===== src/rtl/param_sync_fifo.sv =====
// Single-clock circular FIFO. The occupancy counter drives all status flags, and depth may be any integer >= 2.
// Read data is registered; error flags are sticky.
module param_sync_fifo #(
    parameter int DATA_W    = 8,
    parameter int DEPTH     = 16,
    parameter int AF_THRESH = DEPTH - 2,
    parameter int AE_THRESH = 2,
    parameter int CNT_W     = $clog2(DEPTH + 1)
) (
    input  logic              clk,
    input  logic              rst_n,
    input  logic              flush_i,
    input  logic              clr_err_i,
    input  logic              wr_en_i,
    input  logic [DATA_W-1:0] wr_data_i,
    input  logic              rd_en_i,
    output logic [DATA_W-1:0] rd_data_o,
    output logic              rd_valid_o,
    output logic              full_o,
    output logic              empty_o,
    output logic              almost_full_o,
    output logic              almost_empty_o,
    output logic [CNT_W-1:0]  count_o,
    output logic              overflow_o,
    output logic              underflow_o
);

    localparam int PTR_W = (DEPTH > 1) ? $clog2(DEPTH) : 1;
    localparam logic [PTR_W-1:0] PTR_LAST = PTR_W'(DEPTH - 1);

    logic [DATA_W-1:0] mem [DEPTH];

    logic [PTR_W-1:0]  wr_ptr_q, wr_ptr_d;
    logic [PTR_W-1:0]  rd_ptr_q, rd_ptr_d;
    logic [CNT_W-1:0]  count_q, count_d;
    logic [DATA_W-1:0] rd_data_q;
    logic              rd_valid_q;
    logic              overflow_q, overflow_d;
    logic              underflow_q, underflow_d;

    logic rd_acc, wr_acc, ovf_evt, unf_evt;

    // Flags decode the registered count only.
    assign full_o         = (count_q == CNT_W'(DEPTH));
    assign empty_o        = (count_q == '0);
    assign almost_full_o  = (count_q >= CNT_W'(AF_THRESH));
    assign almost_empty_o = (count_q <= CNT_W'(AE_THRESH));

    // Flush masks both requests, so nothing is accepted and no error is raised that cycle.
    assign rd_acc  = rd_en_i & ~empty_o & ~flush_i;
    assign wr_acc  = wr_en_i & (~full_o | rd_acc) & ~flush_i;
    assign ovf_evt = wr_en_i & ~wr_acc & ~flush_i;
    assign unf_evt = rd_en_i & empty_o & ~flush_i;

    always_comb begin
        wr_ptr_d = wr_ptr_q;
        rd_ptr_d = rd_ptr_q;
        count_d  = count_q;
        if (flush_i) begin
            wr_ptr_d = '0;
            rd_ptr_d = '0;
            count_d  = '0;
        end else begin
            if (wr_acc) begin
                wr_ptr_d = (wr_ptr_q == PTR_LAST) ? '0 : wr_ptr_q + PTR_W'(1);
            end
            if (rd_acc) begin
                rd_ptr_d = (rd_ptr_q == PTR_LAST) ? '0 : rd_ptr_q + PTR_W'(1);
            end
            if (wr_acc && !rd_acc) begin
                count_d = count_q + CNT_W'(1);
            end else if (rd_acc && !wr_acc) begin
                count_d = count_q - CNT_W'(1);
            end
        end
    end

    // A new error event takes precedence over a simultaneous clear.
    always_comb begin
        overflow_d  = overflow_q;
        underflow_d = underflow_q;
        if (clr_err_i) begin
            overflow_d  = 1'b0;
            underflow_d = 1'b0;
        end
        if (ovf_evt) begin
            overflow_d = 1'b1;
        end
        if (unf_evt) begin
            underflow_d = 1'b1;
        end
    end

    always_ff @(posedge clk) begin
        if (!rst_n) begin
            wr_ptr_q    <= '0;
            rd_ptr_q    <= '0;
            count_q     <= '0;
            rd_data_q   <= '0;
            rd_valid_q  <= 1'b0;
            overflow_q  <= 1'b0;
            underflow_q <= 1'b0;
        end else begin
            wr_ptr_q    <= wr_ptr_d;
            rd_ptr_q    <= rd_ptr_d;
            count_q     <= count_d;
            rd_valid_q  <= rd_acc;
            overflow_q  <= overflow_d;
            underflow_q <= underflow_d;
            if (rd_acc) begin
                rd_data_q <= mem[rd_ptr_q];
            end
        end
    end

    // Storage has no reset. When the FIFO is full, a read and a write to the same slot return the old word.
    always_ff @(posedge clk) begin
        if (rst_n && wr_acc) begin
            mem[wr_ptr_q] <= wr_data_i;
        end
    end

    assign rd_data_o   = rd_data_q;
    assign rd_valid_o  = rd_valid_q;
    assign count_o     = count_q;
    assign overflow_o  = overflow_q;
    assign underflow_o = underflow_q;

endmodule


===== config.mk =====
export PLATFORM = sky130hd
export DESIGN_NAME = param_sync_fifo
export DESIGN_NICKNAME = d
export VERILOG_FILES = /design/src/rtl/param_sync_fifo.sv
export SDC_FILE = /design/constraint.sdc
export NUM_CORES = 1
export LEC_CHECK = 0
export CORE_ASPECT_RATIO = 1.1
export CORE_UTILIZATION = 30
export DETAILED_ROUTE_END_ITERATION = 7
export GPL_TIMING_DRIVEN = 0
export PLACE_DENSITY = 0.53
export SETUP_SLACK_MARGIN = 0.4
export SLEW_MARGIN = 40
export SYNTH_ARGS = -nofsm -noshare
export SYNTH_HDL_FRONTEND = slang
export SYNTH_SLANG_ARGS = --single-unit

===== constraint.sdc =====
create_clock -name clk -period 2.3 [get_ports clk]
set_input_delay 0.23 -clock clk [delete_from_list [all_inputs] [get_ports clk]]
set_output_delay 0.23 -clock clk [all_outputs]
set_load 0.02 [all_outputs]

==> flow_metrics.tcl, run 1 <==
set metrics [dict create \
    status "complete, but fails checks" \
    violations "design-rule violations" \
    n_antenna_cell 0 \
    busiest_layer "met2" \
    dr.pass1.iters 8 \
    yosysWarnings 0 \
    htree_levels 4 \
    io_buffer_count 33 \
    cts_buffer_depth 2 \
    finalSetupTns_ns 0 \
    vias 3624 \
    grt_remaining_overflow 0 \
    reg2reg_depth 10 \
    grt_antenna_before_repair 0 \
    synth_edf_count 128 \
    use_met2_pct 22.3 \
    gr-usage-met3_pct 3.45 \
    hold-worst-slack_ns 0.493 \
    pre_cts_ws_ns -0.546 \
    die_area_um2 21300 \
    slowest_delay_ns 0.36 \
    max_freq_mhz 441 \
    slew_headroom_pct 53.4 \
    rsz0062_at_grt "yes" \
    root_buffer "clkbuf_16" \
    grt_pass1_vias 3554 \
    slowest_stage "dfxtp_4" \
    path_clk_slew_ns 0.06 \
    postSynthNetCount 396 \
    hold_violations 0 \
    period_needed_ns 2.27 \
    area_delta_synth_final_pct 32.6 \
    fin_ws_ns 0.0347 \
    route.detailed.drc 5 \
    required_ns 2.65 \
    async_flop_share_pct 0 \
    io_pins 34 \
    drive_above_1_share_pct 30.2 \
    grt_util_met1_pct 18.0 \
    worst_setup_path_start_kind "flop" \
    tightestPinTransition_ns 0.697 \
    final_max_slew_viol_count 0 \
    ys_types 41 \
    cts_tree "built" \
    vdd_drop_max_v 0.000474 \
    seq_area_frac_synth_pct 69.7 \
    finish.instance_area_um2 8230 \
    worstPathMaxFanout 5 \
    hold_path_end "overflow_o" \
    finClkSkew_ns 0.0117 \
    min_period_over_period_pct 98.5 \
    routedWlPerCell_um 19.6 \
    cp-end-kind "flop" \
    cts_hold_buf 0 \
    place_hpwl_mm 8.90 \
    grt_max_degree 17 \
    synth-seq-cells 152 \
    ant_nets 0 \
    arrival_ns 2.62 \
    start_util_pct 30.9 \
    grt_pass1_wl_mm 21.2 \
    viasPerCell 4.97 \
    syn-cell-area_um2 6200 \
    syn_avg_cell_area_um2 16.7 \
    power_leakage_nw 2.67 \
    wl_mm 14.3 \
    hp-class "input pin to flop" \
    powerDensity_nw_per_um2 755 \
    rows 54 \
    gp_routability_congestion 0.756 \
    r2r_end "count_o[4]" \
    core_area_um2 20100 \
    die_width_um 139 \
    r2r_setup_slack_ns 0.03 \
    worst-setup-path-type "flop to flop" \
    numClockSinks 152 \
    clk_latency_ns 0.42 \
    cap_viol_max_count 0 \
    numCtsBuffers 17 \
    finalNetCount 488 \
    drt-initial-drc-count 272 \
    holdPathStages 3 \
    min_from "clr_err_i" \
    place_area_um2 6920 \
    synthFlopType "edfxtp_1" \
    worstPathCellList "nor4_4 -> a21oi_2 -> inv_2 -> ha_4 -> inv_4 -> fa_2 -> a21o_1 -> a21oi_2 -> mux2i_1 -> mux2i_1" \
    r2r-start "count_o[3]" \
    setup_viol 0 \
    synthesis.instances 372 \
    die_h_um 153 \
    track_usage_pct 14.0 \
]
[worst max-delay path by stage]
stage,from,to,cells after the start
global route,count_o[3],count_o[4],10
global placement,flush_i,count_o[4],11
finish,count_o[3],count_o[4],10
detailed placement,flush_i,count_o[4],11
floorplan,count_o[1],count_o[4],10
CTS,count_o[0],count_o[4],10
[per-layer routing]
metal / share of wire [%] / vias to the layer above
met3: 4.6 / 21
met5: 0 / -
met4: 1.8 / 0
met2: 49 / 103
li1: - / 1646
met1: 44 / 1854
[what timing repair did]
action                                  in CTS  in global routing
pin swaps                                   14                 14
endpoints found under the setup margin     139                142
gates resized for setup                     42                 34
setup buffers                               17                 23
[critical path: cells and delay by family, from the launching register on]
kind / cells / cell delay, ns
AOI/OAI and AO/OA: 3 / 0.42
adders and majority gates: 2 / 0.50
buffers and inverters: 2 / 0.15
DFF: 1 / 0.36
muxes: 2 / 0.42
and+or+nand+nor: 1 / 0.33
[sequential cells by signal, summed over array words and instances (netlist names)]
register / cells
count_o: 5
mem: 128
overflow_o: 1
rd_data_o: 8
rd_ptr_q: 4
rd_valid_o: 1
underflow_o: 1
wr_ptr_q: 4
[power breakdown]
part           switching [mW]  total (mW)  leakage [nW]  internal (mW)
Sequential             0.0254        3.03          1.35           3.01
Clock                    1.08        2.77         0.279           1.68
Combinational           0.223       0.413          1.04          0.190
[per-stage QoR]
stage / total power [mW] / util (%) / cells
global route: 6.41 / 41.0 / 729
floorplan: 3.27 / - / 372
CTS: 6.24 / 38.7 / 706
detailed placement: 3.44 / 34.5 / 657
finish: 6.21 / 41.0 / 729
global placement: 3.43 / 34.4 / 657
[synthesized netlist by cell type, drive strengths merged (9+ instances only)]
| cell | number | share of area, % |
|---|---|---|
| mux4 | 24 | 9.0 |
| nand2 | 15 | 0.91 |
| ha | 9 | 1.8 |
| dfxtp | 24 | 7.7 |
| nor2 | 29 | 1.8 |
| a31oi | 10 | 1.0 |
| edfxtp | 128 | 62 |
| buf | 11 | 1.8 |
| mux2i | 29 | 4.7 |
| a21oi | 16 | 1.3 |
[layout by cell type (no fill, tap or decap), types with 4 or more instances in the layout]
cell / n
mux2i_1: 26
buf_4: 18
buf_2: 4
mux4_1: 5
clkinv_1: 4
edfxtp_1: 128
buf_6: 16
o21ai_0: 8
dfxtp_4: 4
clkbuf_16: 17
a31oi_1: 9
o22ai_1: 8
ha_1: 7
a21oi_1: 13
nor2_4: 18
mux4_2: 19
dfxtp_1: 19
nand2_1: 14
nor2_1: 11
or2_1: 8
clkdlybuf4s50_1: 28
inv_1: 4
clkbuf_1: 7
buf_12: 16
[final cells by class]
class	instances	area (um^2)
fill	1791	11800
buffer	19	146
inverter	7	28.8
timing repair buffer	73	852
clock inverter	15	160
multi-input combinational	194	1960
tap	252	315
sequential	152	4340
clock buffer	17	425
[kinds of logic after synthesis]
family          share of synthesized area (%)
simple gates                             5.69
compound gates                           5.55
xor+xnor                                0.565
fa+ha+maj                                2.14
flops                                    69.7
mux                                      13.7
buf+inv                                  2.66
(Power assumes the default switching activity.)
==> run 2, diff against run 1 <==
- PLACE_DENSITY: 0.53 -> 0.45
==> flow_metrics.tcl, run 2 (synthesized netlist as in run 1, its figures left out) <==
set metrics [dict create \
    highest_layer "met4" \
    io_buffer_count 33 \
    final_max_slew_viol_count 0 \
    cts_hold_buf 0 \
    route.detailed.drc 3 \
    cap_viol_max_count 0 \
    cts_buffer_depth 2 \
    clk_latency_ns 0.42 \
    finClkSkew_ns 0.0114 \
    pre_cts_ws_ns -0.499 \
    dr.pass1.iters 6 \
    grt_max_degree 17 \
    critical-path-top-delay-family "compound AO/OA/AOI/OAI gates" \
    arrival_ns 2.62 \
    grt_remaining_overflow 0 \
    dp_cells 657 \
    r2r_setup_slack_ns 0.03 \
    viasPerCell 4.88 \
    wl_met3_um 458 \
    gp_routability_congestion 0.721 \
    die_area_um2 21300 \
    largest_reg_flops 128 \
    slowest_stage "dfxtp_4" \
    start_util_pct 30.9 \
    r2r_end "count_o[4]" \
    grt_antenna_before_repair 0 \
    drive_above_1_share_pct 30.7 \
    wl_mm 15.1 \
    io_pins 34 \
    rows 54 \
    drt-initial-drc-count 133 \
    hold_path_end "overflow_o" \
    worstPathCellList "nor4_4 -> a31oi_2 -> buf_6 -> ha_4 -> inv_6 -> ha_4 -> a21o_1 -> a21oi_2 -> mux2i_1 -> mux2i_1" \
    power_leakage_nw 2.65 \
    hp-class "input pin to flop" \
    vdd_drop_max_v 0.000408 \
    cts_tree "built" \
    hold-worst-slack_ns 0.518 \
    track_usage_pct 14.9 \
    slew_headroom_pct 52.3 \
    finalNetCount 486 \
    htree_levels 4 \
    required_ns 2.66 \
    numClockSinks 152 \
    crit_buf_inv 2 \
    violations "design-rule violations" \
    rsz0062_at_grt "yes" \
    numCtsBuffers 17 \
    min_period_over_period_pct 98.5 \
    routedWlPerCell_um 20.8 \
    die_width_um 139 \
    grt_pass1_wl_mm 22.3 \
    final-instance-count-excl-fill 727 \
    slowest_delay_ns 0.36 \
    worst-setup-path-type "flop to flop" \
    wl_met1_mm 6.78 \
    setup_viol 0 \
    r2r-start "count_o[0]" \
    area_delta_synth_final_pct 32.2 \
    status "complete, but fails checks" \
    worst_setup_path_start_kind "flop" \
    tightestPinTransition_ns 0.713 \
    holdPathStages 3 \
    layout_common_cells "128 x edfxtp_1, 28 x clkdlybuf4s50_1, 27 x mux2i_1, 19 x mux4_2, 19 x dfxtp_1" \
    ant_nets 0 \
    core_area_um2 20100 \
    powerDensity_nw_per_um2 751 \
    grt_pass1_vias 3560 \
    fin_ws_ns 0.0337 \
    path_clk_slew_ns 0.07 \
    vias 3551 \
    reg2reg_depth 10 \
    hold_violations 0 \
    met2_length_mm 7.67 \
    cp-end-kind "flop" \
    max_freq_mhz 441 \
    period_needed_ns 2.27 \
    n_antenna_cell 0 \
    root_buffer "clkbuf_16" \
    min_from "clr_err_i" \
    regMostFlops "mem" \
    die_h_um 153 \
    worstPathMaxFanout 5 \
    place_hpwl_mm 9.47 \
    mostFrequentLayoutCell "edfxtp_1" \
]
==> run 2: worst min-delay path: stages <==
cell	delay (ns)
clkdlybuf4s50_1	0.45
nor2b_1	0.13
o21a_1	0.11
==> run 2: how the worst max path moves through the flow <==
stage / from / end / slack [ns] / depth (start not counted)
floorplan: count_o[1] / count_o[4] / 0.11 / 10
global placement: flush_i / count_o[4] / -0.47 / 11
detailed placement: flush_i / count_o[4] / -0.50 / 11
CTS: count_o[0] / count_o[4] / 0.03 / 10
global route: count_o[0] / count_o[4] / -0.09 / 10
finish: count_o[0] / count_o[4] / 0.03 / 10
==> run 2: power breakdown <==
group	switching, mW	internal [mW]	leakage [nW]
logic	0.225	0.198	1.03
clock network	1.19	1.51	0.266
registers	0.0252	3.01	1.35
==> run 2: final cells by class <==
type | instances | area (um^2)
plain buffers | 19 | 149
clock buffers | 17 | 425
clock inverters | 15 | 143
fillers | 1788 | 11900
inverters | 7 | 31.3
multi-input cells | 194 | 1960
flip-flops and latches | 152 | 4340
well taps | 252 | 315
repair buffers | 71 | 830
==> run 2: repair_timing <==
item | 4_1_cts | 5_1_grt
cloned | 0 | 1
pin swaps | 15 | 15
setup endpoints to repair | 137 | 136
buffers inserted | 20 | 17
endpoints found under the hold margin | 0 | 0
resized for setup | 44 | 27
==> run 2: metal layers <==
layer  global-route usage (%)  vias to the layer above
li1                         -                     1645
met1                     19.2                     1833
met2                     24.4                       62
met3                     3.57                       11
met4                     5.50                        0
met5                        0                        -
==> run 2: stage by stage <==
stage	utilization [%]	power, mW	setup TNS [ns]	instance area, um^2
after floorplan	-	3.27	0	6270
after global placement	34.4	3.43	-50.85	6910
after detailed placement	34.6	3.44	-33.86	6940
after CTS	39.0	6.17	0	7840
after global routing	40.9	6.37	-0.114	8200
final	40.9	6.15	0	8200
